`src/rtl/count_sequencer_pkg.sv`:
```
// ============================================================================
//  count_sequencer_pkg
//  Shared state encoding and default widths for the count sequencer block.
//  Revision: 1.0
// ============================================================================
`default_nettype none

package count_sequencer_pkg;

   localparam int unsigned c_WIDTH_DEFAULT   = 4;
   localparam int unsigned c_TALLY_W_DEFAULT = 4;

   typedef enum logic [1:0] {
      ST_IDLE = 2'b00,
      ST_RUN  = 2'b01,
      ST_HOLD = 2'b10,
      ST_DONE = 2'b11
   } state_t;

   function automatic logic is_busy(input state_t s);
      return (s == ST_RUN) || (s == ST_HOLD);
   endfunction

endpackage

`default_nettype wire

```
`src/rtl/count_sequencer_up_counter.sv`:
```
// ============================================================================
//  up_counter
//  WIDTH-bit synchronous up counter; clr has priority over en.
//  Revision: 1.0
// ============================================================================
`default_nettype none

module up_counter #(
   parameter int unsigned WIDTH = 4
) (
   input  logic             clk,
   input  logic             reset,
   input  logic             en,
   input  logic             clr,
   output logic [WIDTH-1:0] q
);

   logic [WIDTH-1:0] q_q;
   logic [WIDTH-1:0] q_d;

   always_comb begin
      q_d = q_q;
      if (clr) begin
         q_d = '0;
      end else if (en) begin
         q_d = q_q + WIDTH'(1);
      end
   end

   always_ff @(posedge clk) begin
      if (!reset) begin
         q_q <= '0;
      end else begin
         q_q <= q_d;
      end
   end

   assign q = q_q;

endmodule

`default_nettype wire

```
`src/rtl/count_sequencer.sv`:
```
// ============================================================================
//  count_sequencer
//  Start/pause/resume/abort FSM driving an up_counter against a latched limit.
//  Revision: 1.0
// ============================================================================
`default_nettype none

module count_sequencer
   import count_sequencer_pkg::*;
#(
   parameter int unsigned WIDTH   = c_WIDTH_DEFAULT,
   parameter int unsigned TALLY_W = c_TALLY_W_DEFAULT
) (
   input  logic               clk,
   input  logic               reset,
   input  logic               start,
   input  logic               stop,
   input  logic               mode,
   input  logic [WIDTH-1:0]   limit,
   output logic [WIDTH-1:0]   count,
   output logic               busy,
   output logic               done,
   output logic [TALLY_W-1:0] tally
);

   state_t               state_q;
   state_t               state_d;
   logic [WIDTH-1:0]     limit_q;
   logic [WIDTH-1:0]     limit_d;
   logic                 mode_q;
   logic                 mode_d;
   logic                 prime_q;
   logic                 prime_d;
   logic                 busy_q;
   logic                 busy_d;
   logic                 done_q;
   logic                 done_d;
   logic [TALLY_W-1:0]   tally_q;
   logic [TALLY_W-1:0]   tally_d;

   logic                 w_cnt_en;
   logic                 w_cnt_clr;
   logic [WIDTH-1:0]     w_cnt;
   logic                 w_go;
   logic                 w_at_limit;

   assign w_go       = start & ~stop;
   assign w_at_limit = (w_cnt == limit_q);

   up_counter #(
      .WIDTH (WIDTH)
   ) u_up_counter (
      .clk   (clk),
      .reset (reset),
      .en    (w_cnt_en),
      .clr   (w_cnt_clr),
      .q     (w_cnt)
   );

   // State register plus all registered outputs and latched run parameters.
   always_ff @(posedge clk) begin
      if (!reset) begin
         state_q <= ST_IDLE;
         limit_q <= '0;
         mode_q  <= 1'b0;
         prime_q <= 1'b0;
         busy_q  <= 1'b0;
         done_q  <= 1'b0;
         tally_q <= '0;
      end else begin
         state_q <= state_d;
         limit_q <= limit_d;
         mode_q  <= mode_d;
         prime_q <= prime_d;
         busy_q  <= busy_d;
         done_q  <= done_d;
         tally_q <= tally_d;
      end
   end

   always_comb begin
      state_d = state_q;
      case (state_q)
         ST_IDLE: begin
            if (w_go) begin
               state_d = ST_RUN;
            end
         end
         ST_RUN: begin
            if (stop) begin
               state_d = ST_HOLD;
            end else if (!prime_q && w_at_limit && !mode_q) begin
               state_d = ST_DONE;
            end
         end
         ST_HOLD: begin
            if (stop) begin
               state_d = ST_IDLE;
            end else if (start) begin
               state_d = ST_RUN;
            end
         end
         ST_DONE: begin
            state_d = ST_IDLE;
         end
         default: begin
            state_d = ST_IDLE;
         end
      endcase
   end

   // The first RUN cycle after a start only primes; it survives a pause so a
   // resumed run still spends that cycle at zero before comparing.
   always_comb begin
      w_cnt_en  = 1'b0;
      w_cnt_clr = 1'b0;
      limit_d   = limit_q;
      mode_d    = mode_q;
      prime_d   = prime_q;
      done_d    = 1'b0;
      tally_d   = tally_q;
      case (state_q)
         ST_IDLE: begin
            if (w_go) begin
               limit_d   = limit;
               mode_d    = mode;
               prime_d   = 1'b1;
               tally_d   = '0;
               w_cnt_clr = 1'b1;
            end
         end
         ST_RUN: begin
            if (!stop) begin
               if (prime_q) begin
                  prime_d = 1'b0;
               end else if (w_at_limit) begin
                  done_d = 1'b1;
                  if (mode_q) begin
                     w_cnt_clr = 1'b1;
                     tally_d   = tally_q + TALLY_W'(1);
                  end
               end else begin
                  w_cnt_en = 1'b1;
               end
            end
         end
         ST_HOLD: begin
            if (stop) begin
               w_cnt_clr = 1'b1;
            end
         end
         default: begin
         end
      endcase
      busy_d = is_busy(state_d);
   end

   assign count = w_cnt;
   assign busy  = busy_q;
   assign done  = done_q;
   assign tally = tally_q;

endmodule

`default_nettype wire

```
`config.mk`:
```
export PLATFORM = sky130hd
export DESIGN_NAME = count_sequencer
export DESIGN_NICKNAME = d
export VERILOG_FILES = /design/src/rtl/count_sequencer_pkg.sv /design/src/rtl/count_sequencer_up_counter.sv /design/src/rtl/count_sequencer.sv
export SDC_FILE = /design/constraint.sdc
export NUM_CORES = 1
export LEC_CHECK = 0
export CAP_MARGIN = 0
export CORE_MARGIN = 2
export CORE_UTILIZATION = 39
export DETAILED_ROUTE_END_ITERATION = 8
export GPL_TIMING_DRIVEN = 0
export PLACE_DENSITY = 0.7
export SYNTH_ARGS = -nofsm -noshare
export SYNTH_HDL_FRONTEND = slang
export SYNTH_SLANG_ARGS = --single-unit
export TNS_END_PERCENT = 100
```
`constraint.sdc`:
```
create_clock -name clk -period 5.35 [get_ports clk]
set_clock_uncertainty 0.1 [all_clocks]
set_input_delay 1.3375 -clock clk [delete_from_list [all_inputs] [get_ports clk]]
set_output_delay 1.3375 -clock clk [all_outputs]
set_load 0.1 [all_outputs]
```
# Yosys cells after proc, flatten, opt, wreduce, memory -nomap -nowiden
# Cells that the tools add are included.
# totals
inputBits	9
wordCells	64
ff_bits	18
output_inout_bits	10
# classes
n_reduce_logical	12
muxes	27
eq_ne	11
n_addsub	2
bitwise	4
# ops
op	n
2-to-1 mux 4 bit	5
2-to-1 mux 1 bit	13
2-to-1 mux 2 bit	5
!= test 2 bit (second input constant)	5
adder 4 x 1 -> 4 bit (second input constant)	2
one-hot mux 2 bit (4 select lines)	1
one-hot mux 4 bit (2 select lines)	1
== test 2 bit (second input constant)	3
AND reduction 6 bit	1
== test 2 x 1 -> 1 bit (second input constant)	2
== test 4 bit	1
OR reduction 4 bit	1
inverter 1 bit	3
one-hot mux 1 bit (3 select lines)	1
AND reduction 3 bit	1
logical AND 1 bit	2
logical NOT 1 bit	2
logical NOT 2 bit	1
one-hot mux 1 bit (2 select lines)	1
AND reduction 2 bit	1
nonzero test 2 bit	1
OR reduction 2 bit	1
bitwise AND 1 bit	1
logical OR 1 bit	1

# Depth between registers and ports, before layout
# Gate-level depths: netlist of the first run.
# logic_depth
depth_word	8
mapped_depth	5
ltp_nobuf	4

# Cells and area by module
# A second synthesis of the first run with hierarchy kept.
# unflattened
cells_unflattened	91
hier_area_um2	870.8
# modules_own_cells
mod	cells_each	instances	area_each_um2	seq_area_each_um2
count_sequencer	74	1	689.4	280.3
up_counter	17	1	181.4	80.1

# Least setup slack after synthesis of the first run
# No wires, ideal clock.
# synth_path
path_kind	register -> register
startpoint	register u_up_counter.q_q[1] (netlist: u_up_counter.q[1])
endpoint	register tally_q[3] (netlist: tally[3])
required_ns	5.180
path_stages_with_launch	6
arrival_ns	2.480
path_buffers	1
setup_time_ns	0.070
synth_period_minus_slack_ns	2.649
path_slack_ns	2.701
path_cell_list	dfxtp_1 -> xor2_1 -> or4_4 -> buf_6 -> or4_1 -> a21oi_1
# synth_via
elab_chain_len	3
# synth_rtl
element	line_no	source
start, declared	count_sequencer_up_counter.sv:18	logic [WIDTH-1:0] q_q;
start signal, assigned	count_sequencer_up_counter.sv:34	q_q <= q_d;
== test 4 bit	count_sequencer.sv:48	assign w_at_limit = (w_cnt == limit_q);
!= test 2 bit (no line)	-	
AND reduction 6 bit (no line)	-	
end signal, assigned	count_sequencer.sv:77	tally_q <= tally_d;
end, declared	count_sequencer.sv:38	logic [TALLY_W-1:0] tally_q;
# No other way between the ends.
# A chain may end at the register's enable or synchronous reset.

# Final worst setup path of the first run
# layout_path
startpoint	register u_up_counter.q_q[0] (netlist: u_up_counter.q[0])
endpoint	output port count[0]
# layout_lines
element	line_no	source
end, declared	count_sequencer.sv:20	output logic [WIDTH-1:0] count,
# No word-level cell between the ends.

==> out/results.tsv, run 1 <==
metric	value	unit
Max rail drop VDD	0.130	mV
part of the Yosys area used for sequential elements	41.2	%
routability cong.	0.757	
PD cells	241	mW/mm^2
final hold viol count	0	
Setup WS pre-CTS	2010	ps
Overall Global Routing Usage	17.0	%
final worst path period need	3370	ps
Final HPWL DP	1410	microns
ANT cells	0	
Clk Latency, worst-skew pair	290	ps
Synth Area per Inst	8.83	sq um
largest net degree at the start of global routing	11	
Slew @ Worst Pin	982	ps
RSZ-0062 raised after global routing	no	
setup TNS	0	ps
cell leakage power	0.414	nW
CTS Buffer Depth	2	
Area contributors post-synth	dfxtp_1 41%, a21oi_1 6.3%, mux2i_1 5.7%	
CORE AREA	0.00217	sq mm
vias in the first global route	784	
area grow syn2layout	29.3	%
CP Capture Type	output pin	
die footprint	0.00264	sq mm
site row count	17	
Synth Area in Adders	2.86	%
cell family with most CP delay	buffers and inverters	
mapped cell area	875	sq um
combinational cell fraction of total power	17.8	%
chip width	51.4	microns
Via density	5.49	
Buf/Inv on CP	1	
Final setup viols	0	
post-route ant nets	0	
library cells used by synthesis	31	
final setup margin	1980	ps
Data arrival, critical path	1940	ps
Clk pin slew, worst setup/hold paths	100	ps
status	completed	
cell taking the most area after synthesis	dfxtp_1	
Sw Share	26.8	%
fin nets	134	
via count	824	
CP Class	reg -> out	
largest family of logic cells by synthesized area	simple AND/OR/NAND/NOR gates	
Setup crit start kind	register	
Post-synth ARST share	0	%
Crit path depth	1	
Synth Instances	99	
Slew headroom	34.3	%
input/output buffers	18	
CTS H-Tree Depth	1	
Synth top area share	41.2	%
Max Freq	0.296	GHz
aggregate routed wire length	1950	microns
Synth Area in Compound Gates	16.7	%
R2R depth	5	
CP max FO	6	
max incr delay on CP	1190	ps
Initial Util	40.3	%
first-pass GRT wire length	3350	microns
Root Buffer	clkbuf_4	
Post-synth EDFFs	0	
warnings from Yosys	0	
count leader, synth	dfxtp_1	
simple-gate share of the synthesized area	24.7	%
total CTS buffers	3	
Iter 0 DRT Violations	18	
Required @ worst endpoint	3910	ps
Hold Path Depth	2	
syn nets	110	
post-synthesis xor/xnor area fraction	4.01	%
Hold Crit Class	reg -> reg	
Tcrit/Tclk final	63.0	%
share of cells above drive strength 1	9.02	%
Post-synth top cells	18 x dfxtp_1, 11 x a21oi_1, 8 x nor2_1, 5 x mux2i_1, 5 x o21ai_0	
Max Slew Vio Count	0	
CP max-delay cell	clkdlybuf4s50_1	
routed len/inst	13.0	microns
iteration count of the initial detailed-routing pass	4	
Internal	0.000200	W
Non-Filler Instances	150	
cells along the critical path	clkdlybuf4s50_1	
# IOs	19	
#FFs+latches synth	18	
Post-synth top flop	dfxtp_1	
DRC viols	0	
antenna violations before repair	0	
GRT overflow	0	
Post-CTS Resized	0	
CTS tree	yes	
placed insts	145	
Die Y	51.4	microns
Post-CTS Setup Bufs	0	
multiplexer share of the synthesized area	5.72	%
Sink Count	18	
# hold bufs at CTS	0	
max cap viols	0	
net switching power	0.0000732	W
Clock Power Share	30.6	%
Seq pwr share	51.6	%
## power by group through the flow
| stage | Clock, W | Sequential (W) | Combinational (W) |
|---|---|---|---|
| 4_1_cts | 0.0000862 | 0.000141 | 0.0000475 |
| 6_report | 0.0000835 | 0.000141 | 0.0000487 |
| 3_5_place_dp | 0 | 0.000144 | 0.0000474 |
| 2_1_floorplan | 0 | 0.000149 | 0.0000268 |
| 5_1_grt | 0.0000918 | 0.000141 | 0.0000529 |
| 3_3_place_gp | 0 | 0.000144 | 0.0000461 |
## layout make-up
class,count,area [sq um]
fill,228,1040
clock buffer,4,36.3
tap,28,35.0
timing repair buffer,19,185
buffer,5,26.3
inverter,4,15.0
sequential,18,360
multi-input combinational,72,473
## cell usage in the layout (no fill, tap or decap)
cell type / count
or3_2: 1
a21oi_1: 11
nand2b_1: 2
nand3_1: 4
clkdlybuf4s50_1: 18
clkbuf_2: 1
nor2_1: 8
a311o_1: 1
nand2_1: 4
or3b_2: 1
xor2_1: 4
or2_2: 1
and3_1: 1
nor4b_1: 1
or3_1: 2
o32ai_1: 2
buf_6: 1
o31ai_1: 3
nor4b_2: 1
dfxtp_1: 18
nand4_1: 1
clkbuf_8: 1
o21bai_1: 1
mux2i_1: 5
or4_4: 1
inv_1: 4
a221oi_1: 1
or4_1: 3
nor4_1: 2
nor2b_1: 1
clkbuf_1: 4
o21ai_0: 5
ha_1: 2
clkbuf_4: 3
nor3_1: 3
## cells by family after synthesis
family / Yosys count
and+or+nand+nor: 37
AOI/OAI and AO/OA: 24
DFF: 18
buffers and inverters: 9
muxes: 5
xor gates and xnor gates: 4
adders and majority gates: 2
## registers in the layout (all words and copies together), names as in the netlist
name,cells
u_up_counter.q,4
prime_q,1
limit_q,4
tally,4
done,1
state_q,2
busy,1
mode_q,1
## stage by stage
step	hold slack (ps)	power (W)	area, sq um	utilization (%)
after global placement	365	0.000190	1090	50.2
after floorplan	380	0.000176	875	-
after CTS	407	0.000275	1130	51.9
after detailed placement	393	0.000191	1090	50.2
after global routing	438	0.000286	1130	52.1
final	401	0.000273	1130	52.1
## layer usage
layer	global-route usage, %	share of wire [%]	up-vias
met3	4.09	5.0	4
met1	19.7	44	381
met2	28.8	49	26
met4	9.21	1.9	0
met5	0	0	-
li1	-	-	413
## path summary, 6_finish.rpt
check	startpoint	endpoint	slack, ps
min	tally[2]	tally[2]	400
min reg2reg	tally[2]	tally[2]	400
max reg2reg	u_up_counter.q[0]	tally[3]	3290
max	u_up_counter.q[0]	count[0]	1980
No activity file was read; power rests on OpenSTA's default activity.
==> run 2: changes to the inputs <==
--- a/config.mk
+++ b/config.mk
@@ -10,7 +10,7 @@
 export CORE_UTILIZATION = 39
 export DETAILED_ROUTE_END_ITERATION = 8
 export GPL_TIMING_DRIVEN = 0
-export PLACE_DENSITY = 0.7
+export PLACE_DENSITY = 0.73
 export SYNTH_ARGS = -nofsm -noshare
 export SYNTH_HDL_FRONTEND = slang
 export SYNTH_SLANG_ARGS = --single-unit
==> constraint.sdc (replaced) <==
create_clock -name clk -period 2.9 [get_ports clk]
set_clock_uncertainty 0.1 [all_clocks]
set_input_delay 0.725 -clock clk [delete_from_list [all_inputs] [get_ports clk]]
set_output_delay 0.725 -clock clk [all_outputs]
set_load 0.1 [all_outputs]
==> run 2 against run 1 <==
Effect of this change:
- combinational power is 83% higher
- register-to-register slack worse by 2500 ps
- cell area is the same
- critical path depth did not move
- wire length down 3.8%
- total power increased by 83%
- die area unchanged
- utilization stayed put
- final cell count did not move
- worst hold slack worse by 11 ps
- clock power up 81%
- largest cell class unchanged
==> out/results.tsv, run 2 (synthesized netlist as in run 1, its figures left out) <==
metric	value	unit	change
cell leakage power	0.414	nW	unchanged
# IOs	19		unchanged
# hold bufs at CTS	0		unchanged
first-pass GRT wire length	3080	microns	-8.0%
routed len/inst	12.5	microns	-3.8%
vias in the first global route	715		-8.8%
CP max-delay cell	clkdlybuf4s50_1		
final hold viol count	0		unchanged
CP Class	reg -> out		
die footprint	0.00264	sq mm	unchanged
GRT overflow	0		unchanged
Required @ worst endpoint	2080	ps	-1830 ps
Slew @ Worst Pin	971	ps	-10.5 ps
Iter 0 DRT Violations	20		+2
Setup crit start kind	register		
fin nets	134		unchanged
max cap viols	0		unchanged
Via density	5.60		+1.9%
Initial Util	40.3	%	unchanged
RSZ-0062 raised after global routing	no		
CP max FO	6		unchanged
final worst path period need	2750	ps	
PD cells	442	mW/mm^2	+83%
via count	840		+1.9%
Hold Crit Class	reg -> reg		
site row count	17		unchanged
Sink Count	18		unchanged
input/output buffers	18		unchanged
status	completed		
setup TNS	0	ps	unchanged
Total Power	0.000500	W	+83%
Die Y	51.4	microns	unchanged
post-route ant nets	0		unchanged
area grow syn2layout	29.3	%	unchanged
CTS Buffer Depth	2		unchanged
Data arrival, critical path	1920	ps	-20 ps
share of cells above drive strength 1	9.02	%	unchanged
Post-CTS Setup Bufs	0		unchanged
antenna violations before repair	0		unchanged
Non-Filler Instances	150		unchanged
Max Slew Vio Count	0		unchanged
DRC viols	0		unchanged
placed insts	145		unchanged
chip width	51.4	microns	unchanged
cell family with most CP delay	buffers and inverters		
Max Freq	0.364	GHz	
routability cong.	0.811		+7.2%
CTS tree	yes		
Final HPWL DP	1370	microns	-2.3%
Post-CTS Resized	0		unchanged
Tcrit/Tclk final	94.7	%	
Max rail drop VDD	0.316	mV	+140%
Buf/Inv on CP	1		unchanged
ANT cells	0		unchanged
total CTS buffers	3		unchanged
CP Capture Type	output pin		
Slew headroom	35.1	%	+0.70 points
Util after Layout	52.1	%	unchanged
Final setup viols	0		unchanged
leading cell types in the layout, fill and taps excluded	18 x dfxtp_1, 18 x clkdlybuf4s50_1, 11 x a21oi_1, 8 x nor2_1		
Clk pin slew, worst setup/hold paths	100	ps	about the same
Root Buffer	clkbuf_4		
CORE AREA	0.00217	sq mm	unchanged
cells along the critical path	clkdlybuf4s50_1		
Overall Global Routing Usage	15.2	%	-1.9 points
CTS H-Tree Depth	1		unchanged
aggregate routed wire length	1870	microns	-3.8%
area post-placement	0.00109	sq mm	unchanged
cell area after layout	0.00113	sq mm	unchanged
Clk Latency, worst-skew pair	290	ps	about the same
max incr delay on CP	1180	ps	about the same
iteration count of the initial detailed-routing pass	4		unchanged
largest net degree at the start of global routing	11		unchanged
run 2: cell counts in the layout (fill, tap and decap cells not counted):
No cell type changed its count.
run 2: cell type report:
class / instances / area [sq um]
plain buffers: 5 / 26.3
multi-input cells: 72 / 473
repair buffers: 19 / 185
inverters: 4 / 15.0
fillers: 222 / 1040
clock buffers: 4 / 36.3
flip-flops and latches: 18 / 360
well taps: 28 / 35.0
run 2: where the power goes:
part | switching (W) | internal, W
clock network | 0.0000749 | 0.0000765
logic | 0.0000513 | 0.0000378
registers | 0.00000546 | 0.000254
run 2: stage by stage:
| stage | setup WS (ps) | hold slack, ps |
|---|---|---|
| 6_report | 154 | 390 |
| 5_1_grt | 96.8 | 420 |
| 4_1_cts | 138 | 388 |
| 3_5_place_dp | 192 | 375 |
| 3_3_place_gp | 235 | 358 |
| 2_1_floorplan | 251 | 380 |
run 2: final timing paths:
check	depth (start not counted)	to	from	slack [ps]
worst max-delay path	1	count[0]	u_up_counter.q[0]	150
worst min-delay path	2	tally[3]	tally[3]	390
worst max register to register	5	tally[3]	u_up_counter.q[1]	840
worst min register to register	2	tally[3]	tally[3]	390
run 2: worst register-to-register path, cell delays in order (launching register included):
cell and delay, ps:
dfxtp_1 370, xor2_1 190, or4_4 540, buf_6 150, or4_1 490, a21oi_1 150
run 2: metal layers:
| layer | track usage [%] | vias up | wire length (microns) | part of all wire (%) |
|---|---|---|---|---|
| li1 | - | 416 | - | - |
| met1 | 19.1 | 400 | 829 | 44 |
| met2 | 24.9 | 24 | 917 | 49 |
| met3 | 5.56 | 0 | 126 | 6.7 |
| met4 | 3.07 | 0 | 0 | 0 |
| met5 | 0 | - | 0 | 0 |
